$ cat src/rtl/up_param_pkg.sv
// Shared definitions for the up_param multicycle core: opcode/funct constants,
// FSM state encoding, ALU operations and instruction classes.
package up_param_pkg;

  localparam logic [6:0] OpcOp     = 7'b0110011;
  localparam logic [6:0] OpcOpImm  = 7'b0010011;
  localparam logic [6:0] OpcLoad   = 7'b0000011;
  localparam logic [6:0] OpcStore  = 7'b0100011;
  localparam logic [6:0] OpcBranch = 7'b1100011;
  localparam logic [6:0] OpcJal    = 7'b1101111;
  localparam logic [6:0] OpcLui    = 7'b0110111;

  localparam logic [31:0] InstrEcall = 32'h0000_0073;

  localparam logic [2:0] F3AddSub = 3'b000;
  localparam logic [2:0] F3Slt    = 3'b010;
  localparam logic [2:0] F3Or     = 3'b110;
  localparam logic [2:0] F3And    = 3'b111;
  localparam logic [2:0] F3Beq    = 3'b000;
  localparam logic [2:0] F3Bne    = 3'b001;
  localparam logic [2:0] F3Word   = 3'b010;
  localparam logic [2:0] F3Dword  = 3'b011;

  localparam logic [6:0] F7Base = 7'b0000000;
  localparam logic [6:0] F7Sub  = 7'b0100000;

  // Encoding is visible on state_out, so values are pinned.
  typedef enum logic [2:0] {
    StFetch  = 3'd0,
    StDecode = 3'd1,
    StExec   = 3'd2,
    StMem    = 3'd3,
    StWb     = 3'd4,
    StHalt   = 3'd5
  } state_e;

  typedef enum logic [2:0] {
    AluAdd,
    AluSub,
    AluAnd,
    AluOr,
    AluSlt,
    AluPassB
  } alu_op_e;

  typedef enum logic [2:0] {
    ClsNone,
    ClsAlu,
    ClsLoad,
    ClsStore,
    ClsBranch,
    ClsJal,
    ClsEcall
  } instr_cls_e;

  // Loads/stores are always register-sized: ld/sd on RV64, lw/sw on RV32.
  function automatic logic [2:0] mem_funct3(int unsigned xlen);
    return (xlen == 64) ? F3Dword : F3Word;
  endfunction

endpackage

$ cat src/rtl/up_param_regfile.sv
// 32-entry register file: two asynchronous read ports, one synchronous write
// port, x0 hard-wired to zero.
module regfile_param
  import up_param_pkg::*;
#(
  parameter int unsigned XLEN = 64
) (
  input  logic            clk,
  input  logic            rst,
  input  logic [4:0]      raddr_a,
  output logic [XLEN-1:0] rdata_a,
  input  logic [4:0]      raddr_b,
  output logic [XLEN-1:0] rdata_b,
  input  logic            we,
  input  logic [4:0]      waddr,
  input  logic [XLEN-1:0] wdata
);

  logic [XLEN-1:0] regs [32];

  // Synchronous clear and write; writes to x0 are dropped.
  always_ff @(posedge clk) begin
    if (rst) begin
      for (int i = 0; i < 32; i++) begin
        regs[i] <= '0;
      end
    end else if (we && (waddr != 5'd0)) begin
      regs[waddr] <= wdata;
    end
  end

  // Asynchronous reads with x0 forced to zero.
  always_comb begin
    rdata_a = (raddr_a == 5'd0) ? '0 : regs[raddr_a];
    rdata_b = (raddr_b == 5'd0) ? '0 : regs[raddr_b];
  end

endmodule

$ cat src/rtl/up_param.sv
// up_param: multicycle RV subset core (add/sub/and/or/slt, addi, ld/sd or lw/sw,
// beq/bne, jal, lui, ecall). FSM FETCH -> DECODE -> EXEC -> [MEM] -> [WB].
// Optional macro UP_PARAM_TRAP_EN: unsupported opcodes halt the core with
// pc_out pointing at the offending instruction; otherwise they act as a NOP.
module up_param
  import up_param_pkg::*;
#(
  parameter int unsigned XLEN     = 64,
  parameter logic [63:0] RESET_PC = 64'h0
) (
  input  logic            clk,
  input  logic            rst,
  output logic            imem_req,
  output logic [31:0]     imem_addr,
  input  logic [31:0]     imem_rdata,
  input  logic            imem_ready,
  output logic            dmem_req,
  output logic            dmem_we,
  output logic [XLEN-1:0] dmem_addr,
  output logic [XLEN-1:0] dmem_wdata,
  input  logic [XLEN-1:0] dmem_rdata,
  input  logic            dmem_ready,
  output logic [XLEN-1:0] pc_out,
  output logic [2:0]      state_out,
  output logic            halted
);

  state_e          state, state_next;
  logic [XLEN-1:0] pc, a, b, aluout, mdr;
  logic [31:0]     ir;

  logic [6:0] opcode, funct7;
  logic [2:0] funct3;
  logic [4:0] rs1, rs2, rd;

  instr_cls_e      cls;
  alu_op_e         alu_op;
  logic            use_imm;
  logic signed [31:0] imm32;
  logic [XLEN-1:0] imm;
  logic [XLEN-1:0] alu_b, alu_res;
  logic            br_taken;

  logic [XLEN-1:0] rf_rdata_a, rf_rdata_b, rf_wdata;
  logic            rf_we;

  assign opcode = ir[6:0];
  assign rd     = ir[11:7];
  assign funct3 = ir[14:12];
  assign rs1    = ir[19:15];
  assign rs2    = ir[24:20];
  assign funct7 = ir[31:25];

  // Classify the held instruction and pick its ALU operation.
  always_comb begin
    cls     = ClsNone;
    alu_op  = AluAdd;
    use_imm = 1'b0;
    if (ir == InstrEcall) begin
      cls = ClsEcall;
    end else begin
      case (opcode)
        OpcOp: begin
          if (funct7 == F7Sub && funct3 == F3AddSub) begin
            cls    = ClsAlu;
            alu_op = AluSub;
          end else if (funct7 == F7Base) begin
            case (funct3)
              F3AddSub: begin cls = ClsAlu; alu_op = AluAdd; end
              F3Slt:    begin cls = ClsAlu; alu_op = AluSlt; end
              F3Or:     begin cls = ClsAlu; alu_op = AluOr;  end
              F3And:    begin cls = ClsAlu; alu_op = AluAnd; end
              default:  cls = ClsNone;
            endcase
          end
        end
        OpcOpImm: begin
          if (funct3 == F3AddSub) begin
            cls     = ClsAlu;
            use_imm = 1'b1;
          end
        end
        OpcLoad: begin
          if (funct3 == mem_funct3(XLEN)) begin
            cls     = ClsLoad;
            use_imm = 1'b1;
          end
        end
        OpcStore: begin
          if (funct3 == mem_funct3(XLEN)) begin
            cls     = ClsStore;
            use_imm = 1'b1;
          end
        end
        OpcBranch: begin
          if (funct3 == F3Beq || funct3 == F3Bne) cls = ClsBranch;
        end
        OpcJal: cls = ClsJal;
        OpcLui: begin
          cls     = ClsAlu;
          alu_op  = AluPassB;
          use_imm = 1'b1;
        end
        default: cls = ClsNone;
      endcase
    end
  end

  // Immediate extraction by format, kept 32-bit then sign-extended to XLEN.
  always_comb begin
    case (opcode)
      OpcStore:  imm32 = {{20{ir[31]}}, ir[31:25], ir[11:7]};
      OpcBranch: imm32 = {{19{ir[31]}}, ir[31], ir[7], ir[30:25], ir[11:8], 1'b0};
      OpcJal:    imm32 = {{11{ir[31]}}, ir[31], ir[19:12], ir[20], ir[30:21], 1'b0};
      OpcLui:    imm32 = {ir[31:12], 12'b0};
      default:   imm32 = {{20{ir[31]}}, ir[31:20]};
    endcase
  end

  assign imm = XLEN'(imm32);

  // ALU: operand A is always the latched rs1 value.
  always_comb begin
    alu_b   = use_imm ? imm : b;
    alu_res = '0;
    case (alu_op)
      AluAdd:   alu_res = a + alu_b;
      AluSub:   alu_res = a - alu_b;
      AluAnd:   alu_res = a & alu_b;
      AluOr:    alu_res = a | alu_b;
      AluSlt:   alu_res[0] = ($signed(a) < $signed(alu_b));
      AluPassB: alu_res = alu_b;
      default:  alu_res = '0;
    endcase
    br_taken = (funct3 == F3Bne) ? (a != b) : (a == b);
  end

  // Register writes: WB stage, or the link write of jal in EXEC. Reset masks
  // the write so an aborted instruction leaves no trace.
  always_comb begin
    rf_we    = !rst && ((state == StWb) || (state == StExec && cls == ClsJal));
    rf_wdata = pc;
    if (state == StWb) rf_wdata = (cls == ClsLoad) ? mdr : aluout;
  end

  regfile_param #(
    .XLEN(XLEN)
  ) u_regfile (
    .clk    (clk),
    .rst    (rst),
    .raddr_a(rs1),
    .rdata_a(rf_rdata_a),
    .raddr_b(rs2),
    .rdata_b(rf_rdata_b),
    .we     (rf_we),
    .waddr  (rd),
    .wdata  (rf_wdata)
  );

  // State register.
  always_ff @(posedge clk) begin
    if (rst) state <= StFetch;
    else     state <= state_next;
  end

  // Next-state logic.
  always_comb begin
    state_next = state;
    case (state)
      StFetch: if (imem_ready) state_next = StDecode;
      StDecode: begin
        case (cls)
          ClsEcall: state_next = StHalt;
`ifdef UP_PARAM_TRAP_EN
          ClsNone:  state_next = StHalt;
`else
          ClsNone:  state_next = StFetch;
`endif
          default:  state_next = StExec;
        endcase
      end
      StExec: begin
        case (cls)
          ClsAlu:             state_next = StWb;
          ClsLoad, ClsStore:  state_next = StMem;
          default:            state_next = StFetch;
        endcase
      end
      StMem: if (dmem_ready) state_next = (cls == ClsStore) ? StFetch : StWb;
      StWb:    state_next = StFetch;
      StHalt:  state_next = StHalt;
      default: state_next = StFetch;
    endcase
  end

  // Outputs; requests are masked during reset so an aborted handshake drops at once.
  always_comb begin
    imem_req   = !rst && (state == StFetch);
    dmem_req   = !rst && (state == StMem);
    dmem_we    = dmem_req && (cls == ClsStore);
    halted     = (state == StHalt);
    imem_addr  = pc[31:0];
    dmem_addr  = aluout;
    dmem_wdata = b;
    pc_out     = pc;
    state_out  = state;
  end

  // Datapath registers; pc already points past the instruction after FETCH.
  always_ff @(posedge clk) begin
    if (rst) begin
      pc     <= RESET_PC[XLEN-1:0];
      ir     <= '0;
      a      <= '0;
      b      <= '0;
      aluout <= '0;
      mdr    <= '0;
    end else begin
      case (state)
        StFetch: begin
          if (imem_ready) begin
            ir <= imem_rdata;
            pc <= pc + XLEN'(4);
          end
        end
        StDecode: begin
          a      <= rf_rdata_a;
          b      <= rf_rdata_b;
          aluout <= pc - XLEN'(4) + imm;
`ifdef UP_PARAM_TRAP_EN
          if (cls == ClsNone) pc <= pc - XLEN'(4);
`endif
        end
        StExec: begin
          case (cls)
            ClsAlu, ClsLoad, ClsStore: aluout <= alu_res;
            ClsBranch:                 if (br_taken) pc <= aluout;
            ClsJal:                    pc <= aluout;
            default:                   ;
          endcase
        end
        StMem: if (dmem_ready && cls == ClsLoad) mdr <= dmem_rdata;
        default: ;
      endcase
    end
  end

endmodule

$ cat config.mk
export PLATFORM = sky130hd
export DESIGN_NAME = up_param
export DESIGN_NICKNAME = d
export VERILOG_FILES = /design/src/rtl/up_param_pkg.sv /design/src/rtl/up_param_regfile.sv /design/src/rtl/up_param.sv
export SDC_FILE = /design/constraint.sdc
export NUM_CORES = 2
export LEC_CHECK = 0
export ABC_CLOCK_PERIOD_IN_PS = 5600
export BUFFER_PORTS_ARGS = -buffer_cell sky130_fd_sc_hd__buf_2
export CORE_MARGIN = 1
export CORE_UTILIZATION = 50
export DETAILED_ROUTE_END_ITERATION = 7
export HOLD_SLACK_MARGIN = 0.03
export PLACE_DENSITY = 0.69
export SLEW_MARGIN = 20
export SYNTH_ARGS = -nofsm -noshare
export SYNTH_HDL_FRONTEND = slang
export SYNTH_SLANG_ARGS = --single-unit
$ cat constraint.sdc
create_clock -name clk -period 5.6 [get_ports clk]
set_clock_uncertainty 0.2 [all_clocks]
set_input_delay 1.4 -clock clk [delete_from_list [all_inputs] [get_ports clk]]
set_output_delay 1.4 -clock clk [all_outputs]
set_load 0.05 [all_outputs]
==> reports/metrics.csv <==
stage;metric;value;unit
yosys;postSynthAreaPerCell;12.2;um^2
drt;ant_nets;0;
sta;max_freq;183;MHz
setup_path;crit_buf_inv;4;
finish;nNetsFinal;12300;
setup_path;cp_max_fo;4;
finish;layout_common_cells;2660 x nor2_1, 2048 x edfxtp_1, 1280 x mux4_2;
floorplanning;rows;191;
pwr;pwr-share-comb;0.205;
yosys;yosys_warnings;0;
floorplanning;die_h;524;um
placement;io_buffers;330;
sta;finalHoldViolCount;0;
drt;vias_per_cell;6.92;
pwr;ir_drop;0.206;mV
drt;drt_wl_total;564000;um
clocking;cts_tree;built;
drt;drt_iter0_drc;17900;
flow_run;maxCapViolCount;0;
pwr;internal_power;34.2;mW
clocking;clk_path_buf_depth;4;
min_path;hp-start;mdr[39]$_SDFFE_PP0P_;
setup_path;worstReg2RegStart;ir[3]$_SDFFE_PP0P_;
finish;final_common_cell;nor2_1;
sta;tightest_slew;1330;ps
sta;grt_setup_unrepaired;true;
pwr;power.density;307;nW/um^2
pwr;p_sw_frac;0.293;
min_path;hold_path_class;register to register;
setup_path;critPathKind;register to register;
setup_path;crit_path_end_kind;register;
floorplanning;ios;331;
floorplanning;initial_core_util;0.503;
min_path;whs_path_depth;2;
yosys;synth.distinct_cells;103;
setup_path;path_cells;or3b_4 -> a21oi_2 -> or2_2 -> o21ai_0 -> buf_4 -> a22o_1 -> buf_4 -> ha_1 -> ha_2 -> fa_2 -> a211oi_2 -> o21ai_2 -> a211oi_2 -> nor2_2 -> a211o_1 -> a21oi_2 -> o211ai_1 -> buf_4 -> nor2_1 -> nand2_1 -> a31oi_2 -> a2111oi_2 -> buf_4 -> nor3_1;
yosys;ys.flop_type;edfxtp_1;
pwr;switching_power;14.1;mW
sta;worst_slack;147;ps
yosys;synth_cells;11200;
setup_path;cp-start-kind;register;
outcome;status;finished, final reports clean;
drt;drc;0;
floorplanning;die_w;524;um
sta;max_slew_margin;0.115;
clocking;clk_pin_slew;60;ps
setup_path;timing.rr.end;dmem_addr[43]$_SDFFE_PP0P_;
yosys;synth_area;136000;um^2
clocking;h-tree-depth;5;
placement;dp_hpwl;361000;um
finish;stdcell_area;158000;um^2
finish;syn_to_final_growth;15.9;%
pwr;power.leakage;55.0;nW
drt;drtPass1Iterations;8;
grt;grt_pass1_vias;105000;
setup_path;cpPeakStageDelay;420;ps
drt;num_vias;108000;
sta;finalMaxSlewViolations;0;
setup_path;cp_slowest_cell;or3b_4;
setup_path;reg2reg_slack;150;ps
grt;antenna_found_initial;40;
yosys;async_flop_share;0;
setup_path;crit_family;compound AO/OA/AOI/OAI gates;
pwr;clockPowerShare;0.364;
setup_path;path_common_cell;buf_4;
clocking;root_buffer;clkbuf_16;
clocking;numCtsBuffers;270;
placement;place_congestion;0.995;
placement;postPlaceCellArea;148000;um^2
yosys;synth-seq-cells;2413;
sta;fin_setup_tns;0;ps
sta;setup_viol;0;
grt;grt_pass1_wl;781000;um
grt;grt_max_degree;83;
grt;track_usage;0.406;
sta;fin_crit_sh;0.974;
grt;gr-total-overflow;0;
yosys;yosysSeqAreaShare;0.506;
yosys;synth_edf_count;2048;
finish;drive_gt1_frac;0.283;
floorplanning;core;271000;um^2
setup_path;cp.required;6170;ps
sta;min_period;5450;ps
setup_path;cp.arrival;6030;ps
setup_path;worstRegToRegCells;24;
floorplanning;dieArea;274000;um^2
clocking;clk_latency;900;ps
pwr;seqPwrFrac;0.431;
drt;wire_per_inst;36.1;um
min_path;hold_end;mdr[39]$_SDFFE_PP0P_;
clocking;cts.sinks;2413;
placement;dp_slack;-519;ps
==> cell type report <==
cell class,instances,area [um^2]
tap,3570,4470
clock buffer,343,7340
sequential,2413,68800
multi-input combinational,7329,63300
inverter,405,1520
clock inverter,129,1110
fill,21500,113000
timing repair buffer,1425,11000
antenna,6,15.0
==> timing repair <==
item / 4_1_cts / 5_1_grt
endpoints found under the setup margin: 39 / 41
pin swaps: 19 / 45
gates cloned: 0 / 2
gates resized for setup: 59 / 127
hold buffers: 0 / 0
buffers inserted: 6 / 12
==> how the worst max path moves through the flow <==
stage	start	end	slack (ps)	cells after the start
2_1_floorplan	ir[4]$_SDFFE_PP0P_	dmem_addr[63]$_SDFFE_PP0P_	260	23
3_3_place_gp	ir[3]$_SDFFE_PP0P_	dmem_addr[48]$_SDFFE_PP0P_	-620	24
3_5_place_dp	ir[3]$_SDFFE_PP0P_	dmem_addr[48]$_SDFFE_PP0P_	-520	24
4_1_cts	ir[3]$_SDFFE_PP0P_	dmem_addr[48]$_SDFFE_PP0P_	-30	24
5_1_grt	ir[3]$_SDFFE_PP0P_	dmem_addr[60]$_SDFFE_PP0P_	-40	25
6_report	ir[3]$_SDFFE_PP0P_	dmem_addr[43]$_SDFFE_PP0P_	150	24
==> power groups by stage <==
stage          sequential (mW)  combinational, mW  clock, mW
4_1_cts                   20.8               9.54       17.6
6_report                  20.9               9.90       17.6
3_5_place_dp              21.2               9.39          0
5_1_grt                   20.9               10.3       18.2
3_3_place_gp              21.1               9.38          0
2_1_floorplan             21.2               5.08          0
==> worst min-delay path: cells and delay by family, from the launching register on <==
family / cells / cell delay [ps]
compound gates: 1 / 50
flops: 1 / 300
simple gates: 1 / 50
==> metrics by stage <==
step / power (mW) / util / hold slack, ps / instances
after floorplan: 26.2 / - / 236 / 11200
after global placement: 30.5 / 0.548 / 243 / 15100
after detailed placement: 30.6 / 0.548 / 253 / 15100
after CTS: 47.9 / 0.580 / 260 / 15600
after global routing: 49.4 / 0.583 / 271 / 15600
final: 48.3 / 0.583 / 258 / 15600
==> registers in the layout, summed over array words and instances, names as in the netlist, named ones only <==
register and count:
ir 32, a 64, pc_out 64, state_out 3, dmem_addr 64, dmem_wdata 64, u_regfile.regs 2048, mdr 64
==> synthesized netlist by cell type (61+ instances only) <==
| library cell | number | area (um^2) |
|---|---|---|
| a21oi_1 | 638 | 3190 |
| edfxtp_1 | 2048 | 61500 |
| xor2_1 | 85 | 744 |
| mux2i_1 | 209 | 2090 |
| mux4_2 | 1280 | 28800 |
| clkbuf_1 | 827 | 3100 |
| a21o_1 | 103 | 773 |
| a211oi_1 | 72 | 541 |
| xnor2_1 | 89 | 780 |
| inv_1 | 402 | 1510 |
| nor2_1 | 2673 | 10000 |
| o31ai_1 | 64 | 480 |
| dfxtp_1 | 365 | 7310 |
| o21ai_0 | 236 | 1180 |
| ha_1 | 346 | 4330 |
| nor3_1 | 81 | 405 |
| buf_1 | 155 | 582 |
| nand3_1 | 80 | 400 |
| nand4_1 | 61 | 382 |
| nand2_1 | 589 | 2210 |
==> metal layers <==
| metal | share of wire | global-route usage | vias to the layer above |
|---|---|---|---|
| li1 | - | - | 42800 |
| met1 | 0.34 | 0.524 | 53600 |
| met5 | 0.00026 | 0 | - |
| met2 | 0.43 | 0.601 | 9692 |
| met3 | 0.16 | 0.137 | 2045 |
| met4 | 0.069 | 0.230 | 20 |
==> logic make-up (layout without fill, tap and decap cells) <==
| group | Yosys count | in the layout | synth area share |
|---|---|---|---|
| muxes | 1489 | 1489 | 0.227 |
| xor gates and xnor gates | 174 | 174 | 0.0112 |
| adders and majority gates | 349 | 349 | 0.0323 |
| and+or+nand+nor | 3701 | 3701 | 0.110 |
| buffers and inverters | 1474 | 2302 | 0.0421 |
| AOI/OAI and AO/OA | 1552 | 1552 | 0.0714 |
| DFF | 2413 | 2413 | 0.506 |
| other | 1 | 70 | 0.0000276 |
Note: power is estimated with default switching activity, not from simulation.
